==> src/rtl/dsp48a1_pkg.sv <==
// rtl/dsp48a1_pkg.sv - shared widths, OPMODE fields and post-adder helper for the DSP48A1 slice
//
// Purpose: constants and types used by the post-adder stage and its pipeline registers.
//   - operand widths (P/C/PCIN, M, A/B, D)
//   - OPMODE bit positions owned by the post-adder
//   - X and Z multiplexer select encodings
//   - post_add(): 49-bit add/subtract producing {carry, result}
package dsp48a1_pkg;

   localparam int P_W  = 48;
   localparam int M_W  = 36;
   localparam int AB_W = 18;
   localparam int D_W  = 12;

   localparam int OP_X_LSB = 0;
   localparam int OP_Z_LSB = 2;
   localparam int OP_CIN   = 5;
   localparam int OP_SUB   = 7;

   typedef enum logic [1:0] {
      X_ZERO = 2'd0,
      X_M    = 2'd1,
      X_P    = 2'd2,
      X_DAB  = 2'd3
   } x_sel_e;

   typedef enum logic [1:0] {
      Z_ZERO = 2'd0,
      Z_PCIN = 2'd1,
      Z_P    = 2'd2,
      Z_C    = 2'd3
   } z_sel_e;

   // Bit 48 of the result is the carry for addition and the borrow for
   // subtraction; both operands are zero-extended so the borrow appears there.
   function automatic logic [P_W:0] post_add(
      input logic           sub,
      input logic [P_W-1:0] z,
      input logic [P_W-1:0] x,
      input logic           cin
   );
      logic [P_W:0] x_plus_cin;
      x_plus_cin = {1'b0, x} + {{P_W{1'b0}}, cin};
      if (sub) begin
         return {1'b0, z} - x_plus_cin;
      end
      return {1'b0, z} + x_plus_cin;
   endfunction

endpackage

==> src/rtl/dsp48a1_pipe_reg.sv <==
// rtl/dsp48a1_pipe_reg.sv - optional pipeline register with clock enable and async reset
//
// Purpose: one DSP48A1 pipeline stage that is either a register or a wire.
// Parameters:
//   REGISTER  1 = registered stage, 0 = combinational bypass
//   WIDTH     data width
// Ports:
//   clk    clock
//   rst    asynchronous active-high reset, clears the register
//   ce_i   clock enable; register holds when low
//   d_i    stage input
//   q_o    stage output
module dsp48a1_pipe_reg #(
   parameter int REGISTER = 1,
   parameter int WIDTH    = 1
) (
   input  logic             clk,
   input  logic             rst,
   input  logic             ce_i,
   input  logic [WIDTH-1:0] d_i,
   output logic [WIDTH-1:0] q_o
);

   generate
      if (REGISTER != 0) begin : g_reg
         logic [WIDTH-1:0] data_q;

         always_ff @(posedge clk or posedge rst) begin
            if (rst) begin
               data_q <= '0;
            end else if (ce_i) begin
               data_q <= d_i;
            end
         end

         assign q_o = data_q;
      end else begin : g_bypass
         // Clock, reset and enable have no effect on a bypassed stage.
         logic unused_ctrl;
         assign unused_ctrl = &{1'b0, clk, rst, ce_i};
         assign q_o         = d_i;
      end
   endgenerate

endmodule

==> src/rtl/dsp48a1_post_adder.sv <==
// rtl/dsp48a1_post_adder.sv - DSP48A1 post-adder/accumulator with P and CARRYOUT registers
//
// Purpose: selects X and Z operands, adds or subtracts them with carry-in and
// registers the result into P / CARRYOUT; P feedback provides multiply-accumulate.
// Parameters:
//   OPMODEREG, CARRYINREG, CARRYOUTREG, PREG   1 = stage registered, 0 = bypassed
//   CARRYINSEL                                 "OPMODE5" or "CARRYIN"
// Ports:
//   clk, rst                          clock, asynchronous active-high reset
//   opmode[7:0]                       X sel [1:0], Z sel [3:2], carry [5], subtract [7]
//   ce_opmode, ce_carryin, ce_p       register enables (ce_p also gates CARRYOUT)
//   m[35:0]                           registered multiplier product
//   dab[47:0]                         {D[11:0], A[17:0], B[17:0]}
//   c[47:0], pcin[47:0]               C operand, cascade input
//   carryin                           external carry-in
//   p, pcout                          result and its cascade copy
//   carryout, carryoutf               carry/borrow out and its fabric copy
module dsp48a1_post_adder
   import dsp48a1_pkg::*;
#(
   parameter int    OPMODEREG   = 1,
   parameter int    CARRYINREG  = 1,
   parameter int    CARRYOUTREG = 1,
   parameter int    PREG        = 1,
   parameter string CARRYINSEL  = "OPMODE5"
) (
   input  logic           clk,
   input  logic           rst,
   input  logic [7:0]     opmode,
   input  logic           ce_opmode,
   input  logic           ce_carryin,
   input  logic           ce_p,
   input  logic [M_W-1:0] m,
   input  logic [P_W-1:0] dab,
   input  logic [P_W-1:0] c,
   input  logic [P_W-1:0] pcin,
   input  logic           carryin,
   output logic [P_W-1:0] p,
   output logic [P_W-1:0] pcout,
   output logic           carryout,
   output logic           carryoutf
);

   logic [7:0]     opmode_q;
   logic           cin_d;
   logic           cin_q;
   logic [P_W-1:0] p_fb;
   logic [P_W-1:0] x_mux;
   logic [P_W-1:0] z_mux;
   logic [P_W:0]   r_d;

   // Bits 4 and 6 drive the pre-adder; carryin is unused when OPMODE5 is the source.
   logic unused_in;
   assign unused_in = &{1'b0, opmode[4], opmode[6], opmode_q[4], opmode_q[6], carryin};

   generate
      if (CARRYINSEL == "OPMODE5") begin : g_cin_opmode
         assign cin_d = opmode[OP_CIN];
      end else if (CARRYINSEL == "CARRYIN") begin : g_cin_ext
         assign cin_d = carryin;
      end else begin : g_cin_bad
         $error("dsp48a1_post_adder: CARRYINSEL must be \"OPMODE5\" or \"CARRYIN\"");
         assign cin_d = 1'b0;
      end

      // Without a P register, P feedback would be a combinational loop; the
      // X/Z = P selections are illegal then, so they simply read zero.
      if (PREG != 0) begin : g_fb
         assign p_fb = p;
      end else begin : g_no_fb
         assign p_fb = '0;
      end
   endgenerate

   dsp48a1_pipe_reg #(.REGISTER(OPMODEREG), .WIDTH(8)) u_opmode_reg (
      .clk  (clk),
      .rst  (rst),
      .ce_i (ce_opmode),
      .d_i  (opmode),
      .q_o  (opmode_q)
   );

   dsp48a1_pipe_reg #(.REGISTER(CARRYINREG), .WIDTH(1)) u_cyi_reg (
      .clk  (clk),
      .rst  (rst),
      .ce_i (ce_carryin),
      .d_i  (cin_d),
      .q_o  (cin_q)
   );

   always_comb begin
      x_mux = '0;
      unique case (x_sel_e'(opmode_q[OP_X_LSB +: 2]))
         X_ZERO: x_mux = '0;
         X_M:    x_mux = {{(P_W - M_W){1'b0}}, m};
         X_P:    x_mux = p_fb;
         X_DAB:  x_mux = dab;
         default: x_mux = '0;
      endcase
   end

   always_comb begin
      z_mux = '0;
      unique case (z_sel_e'(opmode_q[OP_Z_LSB +: 2]))
         Z_ZERO: z_mux = '0;
         Z_PCIN: z_mux = pcin;
         Z_P:    z_mux = p_fb;
         Z_C:    z_mux = c;
         default: z_mux = '0;
      endcase
   end

   assign r_d = post_add(opmode_q[OP_SUB], z_mux, x_mux, cin_q);

   dsp48a1_pipe_reg #(.REGISTER(PREG), .WIDTH(P_W)) u_p_reg (
      .clk  (clk),
      .rst  (rst),
      .ce_i (ce_p),
      .d_i  (r_d[P_W-1:0]),
      .q_o  (p)
   );

   dsp48a1_pipe_reg #(.REGISTER(CARRYOUTREG), .WIDTH(1)) u_carryout_reg (
      .clk  (clk),
      .rst  (rst),
      .ce_i (ce_p),
      .d_i  (r_d[P_W]),
      .q_o  (carryout)
   );

   assign pcout     = p;
   assign carryoutf = carryout;

endmodule
==> config.mk <==
export PLATFORM = sky130hd
export DESIGN_NAME = dsp48a1_post_adder
export DESIGN_NICKNAME = d
export VERILOG_FILES = /design/src/rtl/dsp48a1_pkg.sv /design/src/rtl/dsp48a1_pipe_reg.sv /design/src/rtl/dsp48a1_post_adder.sv
export SDC_FILE = /design/constraint.sdc
export NUM_CORES = 1
export LEC_CHECK = 0
export ABC_AREA = 1
export CAP_MARGIN = 40
export CORE_MARGIN = 10
export CORE_UTILIZATION = 52
export CTS_CLUSTER_DIAMETER = 200
export DETAILED_ROUTE_END_ITERATION = 10
export PLACE_DENSITY_LB_ADDON = 0.25
export SLEW_MARGIN = 40
export SYNTH_ARGS = -nofsm -noshare
export SYNTH_HDL_FRONTEND = slang
export SYNTH_SLANG_ARGS = --single-unit
==> constraint.sdc <==
create_clock -name clk -period 5.5 [get_ports clk]
set_clock_uncertainty 0.15 [all_clocks]
set_input_delay 0.55 -clock clk [delete_from_list [all_inputs] [get_ports clk]]
set_output_delay 0.55 -clock clk [all_outputs]
set_load 0.02 [all_outputs]
==> run metrics <==
top cell type's share of synthesized area=0.1734; Slew HR=0.3998; Antenna Nets Post-Route=0; Reg area=0.001379 mm2; largest cells by area after synthesis=nand2_1 (17%), nand3_1 (13%), dfrtp_1 (12%); RR Startpoint=u_opmode_reg.q_o[0]$_DFFE_PP0P_; root buf cell=clkbuf_16; syn nets=2299; Worst-path clk slew=0.08 ns; FMAX=183.4 MHz; CTS tree=built; Core Footprint=0.02250 mm2; # H-tree levels=2; area occupied by multi-input gates=0.009382 mm2; setup ws final=0.04642 ns; routability congestion estimate=1.089; Crit Reg-Reg Endpoint=u_p_reg.q_o[46]$_DFFE_PP0P_; Synth area leader=nand2_1; layout cells sized above 1=0.2539; WHS=0.4217 ns; Post-synth EDFFs=0; Post-Synth Adder-Cell Area=0.05568; DR WL/cell=20.84 um; first-pass GRT wire length=85410 um; initial antenna violation count=3; WL final=59970 um; Post-Syn Instances=2053; Clock Path Buffers=2; nets=2837; Worst EP required=5.51 ns; register area share after synthesis=0.1164; Post-Synth XOR/XNOR Area=0.04488; vias=16996; Worst-Margin Slew=0.8927 ns; port bufs=288; CP Class=in2reg; vias in the first global route=15406; Num CTS Buffers=5; die width=170.8 um; Avg Cell Area, Syn=5.757 um2; clk sink count=55; routed vias/inst=5.905; Starting Density=0.5253; most common cell in the netlist=nand2_1; fillers=1759; end-of-flow core utilization=0.7897; area delta synth->final=50.34%; Hold Crit Class=in2async; worst slack at placement=-0.4160 ns; Yosys warning total=0; multiplexer share of the synthesized area=0.001905; I/O pin count=292; #FFs+latches synth=55; Synth top cells by count=nand2_1 (546), nand3_1 (300), inv_1 (206); peak per-stage delay on the critical path=0.48 ns; Initial DRT Pass Iterations=7; dpl cells=2845; Fin Setup TNS=0 ns; status=finished clean; Crit. End Element=register; RSZ-0062 raised after global routing=true; Iter 0 DRT Violations=2270; CP max-delay cell=clkdlybuf4s50_1; depth of the worst register-to-register path=32; Max-Cap Viols=0; DR DRC count=0; row cnt=55; crit path DAT=5.46 ns; reg-to-reg slack, setup=0.06 ns; power per cell area=407.4 mW/mm2; Max FO, Critical Path=7; crit share post-route=0.9916; Most used DFF post-synth=dfrtp_1; Peak VDD IR=379.7 uV; clock latency on the worst-skew pair=0.31 ns; minimum clock period=5.454 ns; Synth Area in Compound Gates=0.1254; die area=0.02916 mm2; ys async rst share=1.000; CP Launch Type=primary input; Final setup viols=0; DP HPWL=49600 um; overall global routing resource usage=0.3801; Cell variety after synth=51; Finished Layout Cells=2878; largest family of logic cells by synthesized area=simple AND/OR/NAND/NOR gates; Die Span Y=170.8 um; Hold Buf Count CTS=0; simple-gate area share of the yosys netlist=0.5190; pin count of the biggest net entering global routing=74; Final Max Slew Viols=0; GR Overflow Total=0; Post-Synthesis Cell Area=0.01182 mm2; Hold Vio Cnt, Final=0; Leak=8.314 nW
sequential cells by signal, indices dropped and copies added (netlist names):
| register | cells |
|---|---|
| u_p_reg.q_o | 48 |
| u_opmode_reg.q_o | 5 |
| u_carryout_reg.q_o | 1 |
| u_cyi_reg.q_o | 1 |
layout make-up:
type | instances | share of cell area
Sequential cell | 55 | 0.07759
Inverter | 225 | 0.04816
Clock buffer | 5 | 0.007041
Tap cell | 285 | 0.02007
Timing Repair Buffer | 642 | 0.3166
Multi-Input combinational cell | 1662 | 0.5279
Antenna cell | 1 | 0.0001408
Clock inverter | 3 | 0.002464
report_power, final:
group          internal (W)  total, W  switching [W]  leakage (nW)
combinational       0.00248   0.00588        0.00340          7.58
clock              0.000216  0.000387       0.000171        0.0838
sequential         0.000583  0.000975       0.000393         0.650
logic make-up after synthesis:
| logic type | Yosys count |
|---|---|
| buffers and inverters | 336 |
| xor gates and xnor gates | 58 |
| and+or+nand+nor | 1290 |
| muxes | 2 |
| DFF | 55 |
| AOI/OAI and AO/OA | 260 |
| adders and majority gates | 52 |
placed cells by master, fill, tap and decap left out, drive strengths merged, types with 3 or more instances in the layout:
master,synthesis,final
dfrtp,55,55
o21bai,6,6
or2,24,24
inv,222,221
clkinv,3,5
clkbuf,29,5
nor4,11,11
xnor2,13,13
nand3b,7,7
nand2,590,590
o2111ai,3,3
nand3,337,337
clkdlybuf4s50,0,287
o21ai,93,93
o211ai,25,25
xor2,45,45
a31oi,51,51
o22ai,3,3
and3,3,3
nor3,6,6
nor2,259,259
a21oi,73,73
ha,51,51
nand4,51,51
buf,82,355
through the flow:
step	power [W]	area, um2
2_1_floorplan	0.003722	11820
5_1_grt	0.007558	17770
3_3_place_gp	0.006213	16810
4_1_cts	0.006733	17000
3_5_place_dp	0.006321	16810
6_report	0.007240	17770
routing by layer:
metal | track usage | routed length, um
met5 | 0 | 41
met4 | 0.1743 | 3134
met2 | 0.6099 | 26960
met1 | 0.4759 | 21920
met3 | 0.08341 | 7923
what timing repair did:
item,in CTS,in global routing
setup buffers,0,23
pin swaps,0,55
resized for setup,5,143
endpoints found under the setup margin,7,25
worst max path at each step:
stage	slack [ns]	to	cells after the start	startpoint
global route	-0.18	u_p_reg.q_o[46]$_DFFE_PP0P_	33	u_opmode_reg.q_o[0]$_DFFE_PP0P_
CTS	0.01	u_p_reg.q_o[42]$_DFFE_PP0P_	34	dab[0]
global placement	-0.31	u_p_reg.q_o[44]$_DFFE_PP0P_	34	dab[0]
floorplan	0.44	u_p_reg.q_o[44]$_DFFE_PP0P_	33	u_opmode_reg.q_o[0]$_DFFE_PP0P_
finish	0.05	u_p_reg.q_o[46]$_DFFE_PP0P_	31	dab[0]
detailed placement	-0.42	u_p_reg.q_o[44]$_DFFE_PP0P_	32	dab[0]
worst max-delay path, delay by kind of cell:
kind	cells	cell delay, ns
compound gates	7	0.97
xor+xnor	2	0.39
fa+ha+maj	2	0.45
buf+inv	6	1.15
simple gates	14	1.91
No activity file was read; power rests on OpenSTA's default activity.
